[config.mk]
export PLATFORM = sky130hd
export DESIGN_NAME = mem_stage_ctrl
export DESIGN_NICKNAME = d
export VERILOG_FILES = /design/src/rtl/mem_stage_pkg.sv /design/src/rtl/mem_bus_timer.sv /design/src/rtl/mem_stage_ctrl.sv
export SDC_FILE = /design/constraint.sdc
export NUM_CORES = 1
export LEC_CHECK = 0
export ABC_AREA = 0
export CELL_PAD_IN_SITES_DETAIL_PLACEMENT = 1
export CELL_PAD_IN_SITES_GLOBAL_PLACEMENT = 1
export CORE_MARGIN = 2
export CORE_UTILIZATION = 32
export DETAILED_ROUTE_END_ITERATION = 10
export PLACE_DENSITY = 0.84
export SLEW_MARGIN = 20
export SYNTH_ARGS = -nofsm -noshare
export SYNTH_HDL_FRONTEND = slang
export SYNTH_SLANG_ARGS = --single-unit
[constraint.sdc]
create_clock -name clk -period 9.5 [get_ports clk]
set_clock_uncertainty 0.15 [all_clocks]
set_input_delay 1.9 -clock clk [delete_from_list [all_inputs] [get_ports clk]]
set_output_delay 1.9 -clock clk [all_outputs]
set_load 0.03 [all_outputs]
[src/rtl/mem_stage_pkg.sv]
// Shared types and constants for the MEM-stage data-bus controller.
package mem_stage_pkg;

    // Controller states: wait for an access, bus handshake, one-cycle result slot.
    typedef enum logic [1:0] {
        S_IDLE = 2'd0,
        S_REQ  = 2'd1,
        S_DONE = 2'd2
    } mem_state_e;

    // Value written to mem_rdata when a load gives up waiting for the bus.
    localparam logic [31:0] TIMEOUT_FILL = 32'hDEAD_BEEF;

    // Width of the ack-wait counter; covers TIMEOUT_CYCLES up to 65535.
    localparam int TIMER_W = 16;

    // Bus addresses are word aligned.
    localparam logic [31:0] ADDR_MASK = 32'hFFFF_FFFC;

endpackage

[src/rtl/mem_bus_timer.sv]
// Ack-wait counter for the MEM-stage bus controller. Counts enabled cycles
// and flags the cycle in which the LIMIT-th consecutive enabled cycle occurs.
import mem_stage_pkg::*;

module mem_bus_timer #(
    parameter int LIMIT = 255
) (
    input  logic clk,
    input  logic reset,
    input  logic clear,
    input  logic enable,
    output logic expired
);

    logic [TIMER_W-1:0] count_q;
    logic [TIMER_W-1:0] count_d;

    // Next count: clear wins, otherwise advance while enabled.
    always_comb begin
        count_d = count_q;
        if (clear) begin
            count_d = '0;
        end else if (enable) begin
            count_d = count_q + 1'b1;
        end
    end

    // Counter register, cleared asynchronously.
    always_ff @(posedge clk or posedge reset) begin
        if (reset) begin
            count_q <= '0;
        end else begin
            count_q <= count_d;
        end
    end

    // The first enabled cycle sees count 0, so LIMIT-1 marks the LIMIT-th.
    assign expired = enable && (count_q == TIMER_W'(LIMIT - 1));

endmodule

[src/rtl/mem_stage_ctrl.sv]
// MEM-stage data-bus controller: turns load/store instructions into a
// req/ack bus handshake and stalls the pipeline until the access finishes.
// Optional ack timeout enabled by defining MEM_BUS_TIMEOUT_EN.
import mem_stage_pkg::*;

module mem_stage_ctrl #(
    parameter int TIMEOUT_CYCLES = 255
) (
    input  logic        clk,
    input  logic        reset,
    input  logic        mem_valid,
    input  logic        mem_read,
    input  logic        mem_write,
    input  logic        mem_flush,
    input  logic [31:0] mem_addr,
    input  logic [31:0] mem_wdata,
    output logic        mem_stall,
    output logic [31:0] mem_rdata,
    output logic        bus_req,
    output logic        bus_we,
    output logic [31:0] bus_addr,
    output logic [31:0] bus_wdata,
    input  logic        bus_ack,
    input  logic [31:0] bus_rdata,
    output logic        bus_timeout
);

    mem_state_e  state_q, state_d;
    logic        bus_we_q, bus_we_d;
    logic [31:0] bus_addr_q, bus_addr_d;
    logic [31:0] bus_wdata_q, bus_wdata_d;
    logic [31:0] mem_rdata_q, mem_rdata_d;
    logic        flush_q, flush_d;
    logic        access;
    logic        flushed;

    // A store wins when read and write are both set, so only mem_write matters for bus_we.
    assign access  = mem_valid && (mem_read || mem_write) && !mem_flush;
    // A flush seen at any point of the handshake discards the result.
    assign flushed = flush_q || mem_flush;

`ifdef MEM_BUS_TIMEOUT_EN
    logic timer_expired;
    logic bus_timeout_q, bus_timeout_d;

    mem_bus_timer #(
        .LIMIT (TIMEOUT_CYCLES)
    ) u_timer (
        .clk     (clk),
        .reset   (reset),
        .clear   (state_q != S_REQ),
        .enable  (state_q == S_REQ),
        .expired (timer_expired)
    );

    // Timeout pulse is asserted for the cycle after the giving-up edge.
    always_comb begin
        bus_timeout_d = (state_q == S_REQ) && !bus_ack && timer_expired;
    end

    // Timeout pulse register.
    always_ff @(posedge clk or posedge reset) begin
        if (reset) begin
            bus_timeout_q <= 1'b0;
        end else begin
            bus_timeout_q <= bus_timeout_d;
        end
    end

    assign bus_timeout = bus_timeout_q;
`else
    assign bus_timeout = 1'b0;
`endif

    // Next-state and datapath capture for the bus handshake.
    always_comb begin
        state_d     = state_q;
        bus_we_d    = bus_we_q;
        bus_addr_d  = bus_addr_q;
        bus_wdata_d = bus_wdata_q;
        mem_rdata_d = mem_rdata_q;
        flush_d     = flush_q;
        case (state_q)
            S_IDLE: begin
                if (access) begin
                    state_d     = S_REQ;
                    bus_we_d    = mem_write;
                    bus_addr_d  = mem_addr & ADDR_MASK;
                    bus_wdata_d = mem_wdata;
                    flush_d     = 1'b0;
                end
            end
            S_REQ: begin
                flush_d = flushed;
                if (bus_ack) begin
                    state_d = flushed ? S_IDLE : S_DONE;
                    flush_d = 1'b0;
                    if (!bus_we_q && !flushed) begin
                        mem_rdata_d = bus_rdata;
                    end
                end
`ifdef MEM_BUS_TIMEOUT_EN
                else if (timer_expired) begin
                    state_d = flushed ? S_IDLE : S_DONE;
                    flush_d = 1'b0;
                    if (!bus_we_q && !flushed) begin
                        mem_rdata_d = TIMEOUT_FILL;
                    end
                end
`endif
            end
            S_DONE: begin
                state_d = S_IDLE;
            end
            default: begin
                state_d = S_IDLE;
            end
        endcase
    end

    // Controller state and registered bus outputs; reset takes effect immediately.
    always_ff @(posedge clk or posedge reset) begin
        if (reset) begin
            state_q     <= S_IDLE;
            bus_we_q    <= 1'b0;
            bus_addr_q  <= '0;
            bus_wdata_q <= '0;
            mem_rdata_q <= '0;
            flush_q     <= 1'b0;
        end else begin
            state_q     <= state_d;
            bus_we_q    <= bus_we_d;
            bus_addr_q  <= bus_addr_d;
            bus_wdata_q <= bus_wdata_d;
            mem_rdata_q <= mem_rdata_d;
            flush_q     <= flush_d;
        end
    end

    // Stall is combinational so the pipeline freezes in the cycle the access is seen.
    assign mem_stall = !reset && (((state_q == S_IDLE) && access) || (state_q == S_REQ));
    assign bus_req   = (state_q == S_REQ);
    assign bus_we    = bus_we_q;
    assign bus_addr  = bus_addr_q;
    assign bus_wdata = bus_wdata_q;
    assign mem_rdata = mem_rdata_q;

endmodule

=== Word-level counts from Yosys, hierarchy flattened ===
Cells that the tools add are included.

* Latch bits: 0
* Input port bits: 103
* Memories: 0
* Memory bits (read-only): 0
* Memory bits (writable): 0
* Register bits: 98

* Reduce and logical (&&, ||, !) cells: 18
* $mul: 0
* Bitwise logic cells: 0
* Mux-type cells: 7
* Div/mod/pow operators: 0
* Shift operators: 0
* Equality and inequality tests: 3
* Magnitude comparators: 0
* Add/sub/neg operators: 0

{| class="wikitable"
|+ Operator list
! cell !! count
|-
| 2-bit 2-to-1 mux || 3
|-
| 2-bit AND reduction || 3
|-
| 1-bit logical AND || 5
|-
| 1-bit zero test || 4
|-
| 2-bit case mux with 2 select lines || 1
|-
| 1-bit logical OR || 3
|-
| 3-bit AND reduction || 1
|-
| 2-bit by 1-bit == test with 1-bit output, second input constant || 1
|-
| 2-bit zero test || 1
|-
| 1-bit 2-to-1 mux || 2
|-
| 2-bit by 1-bit != test with 1-bit output, second input constant || 1
|-
| 2-bit != test, second input constant || 1
|-
| 1-bit case mux with 2 select lines || 1
|-
| 2-bit nonzero test || 1
|}

=== Longest topological paths before layout ===
* Word-level depth: 6
* Mapped depth: 5

=== Worst setup path after synthesis ===
OpenSTA, ideal clock, no wires.

* Kind: input to output
* From: input port mem_flush
* To: output port mem_stall
* Arrival time: 2.808 ns
* Setup slack: 4.642 ns
* Buffers on the path: 0
* Stages: 3
* Data required time: 7.450 ns
* Cell sequence: nor4b_2 -> o21ai_0 -> a21oi_1

* Longest elaborated chain between the ends: 5

{| class="wikitable"
|+ Ends and longest elaborated chain
! item !! RTL line !! source
|-
| start: declaration || mem_stage_ctrl.sv:14 || <nowiki>input logic mem_flush,</nowiki>
|-
| 1-bit zero test || mem_stage_ctrl.sv:38 || <nowiki>assign access = mem_valid && (mem_read || mem_write) && !mem_flush;</nowiki>
|-
| 1-bit logical AND || mem_stage_ctrl.sv:38 ||
|-
| 1-bit logical AND || mem_stage_ctrl.sv:141 || <nowiki>assign mem_stall = !reset && (((state_q == S_IDLE) && access) || (state_q == S_REQ));</nowiki>
|-
| 1-bit logical OR || mem_stage_ctrl.sv:141 ||
|-
| 1-bit logical AND || mem_stage_ctrl.sv:141 ||
|-
| end: declaration || mem_stage_ctrl.sv:17 || <nowiki>output logic mem_stall,</nowiki>
|}

No other way between the ends.

=== Final worst setup path ===
Ends and elaborated chain as after synthesis.

==> results by group <==
Worst setup path
  – CP Data Arrival Time: roughly 3.7 ns
  – R2r endpoint: bus_addr[26]
  – Top Family by Delay on Critical Path: buffers and inverters
  – Buffer and inverter count on the worst path: 2
  – Reg2reg path depth: 4
  – Worst setup SP type: input port
  – Slowest CP cell: clkdlybuf4s50_1
  – FF-to-FF Start: state_q[1]
  – CP endpoint kind: primary output
  – Critical path peak fanout: 3
  – Worst path depth: 5
  – Critical-path cell list: clkdlybuf4s50_1, nor4b_2, o21ai_0, a21oi_1, clkdlybuf4s50_1
  – Worst path required time: approximately 7.5 ns
  – Register-to-register setup slack: around 7.0 ns
  – Kind of critical path: in -> out
  – Worst path most repeated cell: clkdlybuf4s50_1
  – Largest stage delay, worst path: between 0.7 and 0.8 ns

Layout
  – Most common cell after layout, fill and taps aside: clkdlybuf4s50_1
  – Fin util: 0.5369
  – Area of the multi-input gates: 1176 µm²
  – Final-layout fill cell count: around 1100
  – Most frequent cells in the layout: 197 x clkdlybuf4s50_1, 98 x dfrtp_1, 92 x mux2_1
  – # diodes: 0
  – Layout cells sized above 1: 0.06103
  – Register area: between 2000 and 2500 µm²
  – Post-route insts no fill: between 500 and 600
  – Layout area overhead: 63.77%
  – Post-layout net count: 524

Die
  – Chip width: between 100 and 150 µm
  – Ports: approximately 200
  – Die area: 12580 µm²
  – Die Y: 112.2 µm
  – Core Region: 11420 µm²
  – Initial core utilization: 0.3279
  – Rows: 39

Clock network
  – Setup Buffers After CTS: 0
  – Latest clock arrival within the worst-skew pair: roughly 0.34 ns
  – Htree depth: 3
  – CTS Buffer Depth: 2
  – CTS tree: done
  – Post-cts hold buffer count: 0
  – Clock sinks: between 90 and 100
  – Cts bufs inserted: 9
  – CTS root buf: clkbuf_16
  – Clock slew at reported path FFs: ~0.06 ns
  – Post-CTS sizing: 0

Global routing
  – Number of global-route vias before repair: 2999
  – Largest net degree at the start of global routing: a little over 80
  – Antenna violations before repair: 0
  – First-pass GRT wire length: 15.97 mm
  – Remaining Overflow, GRT: 0
  – Tot GR Track Use: 0.1656

Routing
  – DR vias/cell: between 4 and 5
  – Drt wl/cell: roughly 17 µm
  – Number of routed nets with antenna violations: 0
  – 1st-iter DRT viols: 44
  – Vias after detailed routing: between 2000 and 3000
  – Pre-antenna DRT Iters: 3
  – Routed WL: approximately 10 mm
  – Post-route DRC violation count: 0

Timing
  – Max transition margin: 0.5217
  – Fmax: around 170 MHz
  – Endpoints failing setup: 0
  – Setup TNS: 0 ns
  – Fin. Hold Viols: 0
  – Worst hold slack: roughly 0.33 ns
  – Slew Limit Fails: 0
  – Period minus WS final: between 5 and 6 ns
  – Period utilization: 0.6085
  – Worst setup margin: about 3.7 ns
  – RSZ-0062 raised after global routing: false
  – Slew @ Worst Pin: approximately 0.72 ns

Logic synthesis
  – Avg Cell Area, Syn: around 17 µm²
  – Mapped Area: ~3700 µm²
  – Distinct cell type count of the synthesized netlist: 20
  – Yosys warning count: 0
  – Synth Instances: 222
  – Number of synthesized register bits: 98
  – Seq/Total Area, Yosys: 0.6551

Pwr
  – Sequential fraction of design power: 0.353
  – Clk pwr share: 0.215
  – Leakage: ~2.6 nW
  – Combinational power share: 0.431
  – P per Cell Area: 292.9 nW/µm²
  – Sw Ratio: 0.3618
  – Worst IR Drop VDD: roughly 0.17 mV
  – Internal power: about 1.1 mW
  – P_sw: around 650 µW

Outcome
  – Outcome: complete, no violations

Placed design
  – Placed wire-length estimate: about 7.5 mm
  – Pre-CTS setup slack: 3.717 ns
  – Inst Count DP: roughly 550
  – Routability Congestion: roughly 0.7
  – I/O Buffers: between 150 and 200

Hold path
  – Hold path start: bus_wdata[8]
  – Hold path cells: 1
  – Hold worst-path end: bus_wdata[8]
  – Worst min-delay path class: reg -> reg

Job
  – Count of max-cap constraint violations: 0
[power groups by stage]
stage / combinational, mW / clock, mW / sequential, mW
3_5_place_dp: 0.783 / 0 / 0.644
2_1_floorplan: 0.123 / 0 / 0.919
6_report: 0.775 / 0.387 / 0.634
3_3_place_gp: 0.767 / 0 / 0.626
4_1_cts: 0.786 / 0.400 / 0.637
5_1_grt: 0.810 / 0.414 / 0.657
[area by class of cell]
type	instances	area share
clock buffer	10	0.03898
clock inverter	6	0.01306
timing repair buffer	199	0.3247
sequential	98	0.4000
inverter	3	0.002245
tap	143	0.02918
multi-input combinational	110	0.1918
[logic make-up after synthesis]
logic type      share of synthesized area
other cells                      0.001002
simple gates                      0.01571
flops                              0.6551
buf+inv                           0.03309
mux                                0.2858
compound gates                   0.009357
[synth_stat cells]
cell type | n | area share
a21oi_1 | 1 | 0.0013
and3_1 | 1 | 0.0017
buf_2 | 3 | 0.0040
buf_4 | 4 | 0.0080
buf_6 | 6 | 0.018
conb_1 | 1 | 0.0010
dfrtp_1 | 98 | 0.66
inv_1 | 2 | 0.0020
inv_2 | 1 | 0.0010
mux2_1 | 92 | 0.28
mux2_2 | 3 | 0.0090
nand2_1 | 1 | 0.0010
nand2b_1 | 1 | 0.0017
nand4b_4 | 1 | 0.0063
nor2_1 | 1 | 0.0010
nor4b_2 | 1 | 0.0040
o211ai_1 | 1 | 0.0020
o21a_1 | 1 | 0.0020
o21ai_0 | 2 | 0.0027
o21ai_1 | 1 | 0.0013
[routing by layer]
layer  global-route usage  share of wire  wire length (µm)
met1               0.1812           0.37              3607
met2               0.2851           0.52              5084
met3              0.06857          0.098               966
met4              0.06748          0.021               209
met5                    0              0                 0
[state kept, by name (all words and copies together) (netlist names)]
name and cells:
bus_wdata 32, mem_rdata 32, bus_addr 30, state_q 2
bus_we 1, flush_q 1
[worst max-delay path by stage]
stage / from / end / slack [ns]
6_report: mem_flush / mem_stall / 3.72
5_1_grt: mem_flush / mem_stall / 3.57
4_1_cts: mem_flush / mem_stall / 3.70
3_5_place_dp: mem_flush / mem_stall / 3.72
3_3_place_gp: mem_flush / mem_stall / 3.70
2_1_floorplan: mem_flush / mem_stall / 4.64
[per-stage QoR]
stage / power [mW] / cell area [µm²]
floorplan: 1.042 / 3751
global placement: 1.394 / 5808
detailed placement: 1.427 / 5808
CTS: 1.823 / 6127
global route: 1.881 / 6131
finish: 1.796 / 6131
Note: power is estimated with default switching activity, not from simulation.
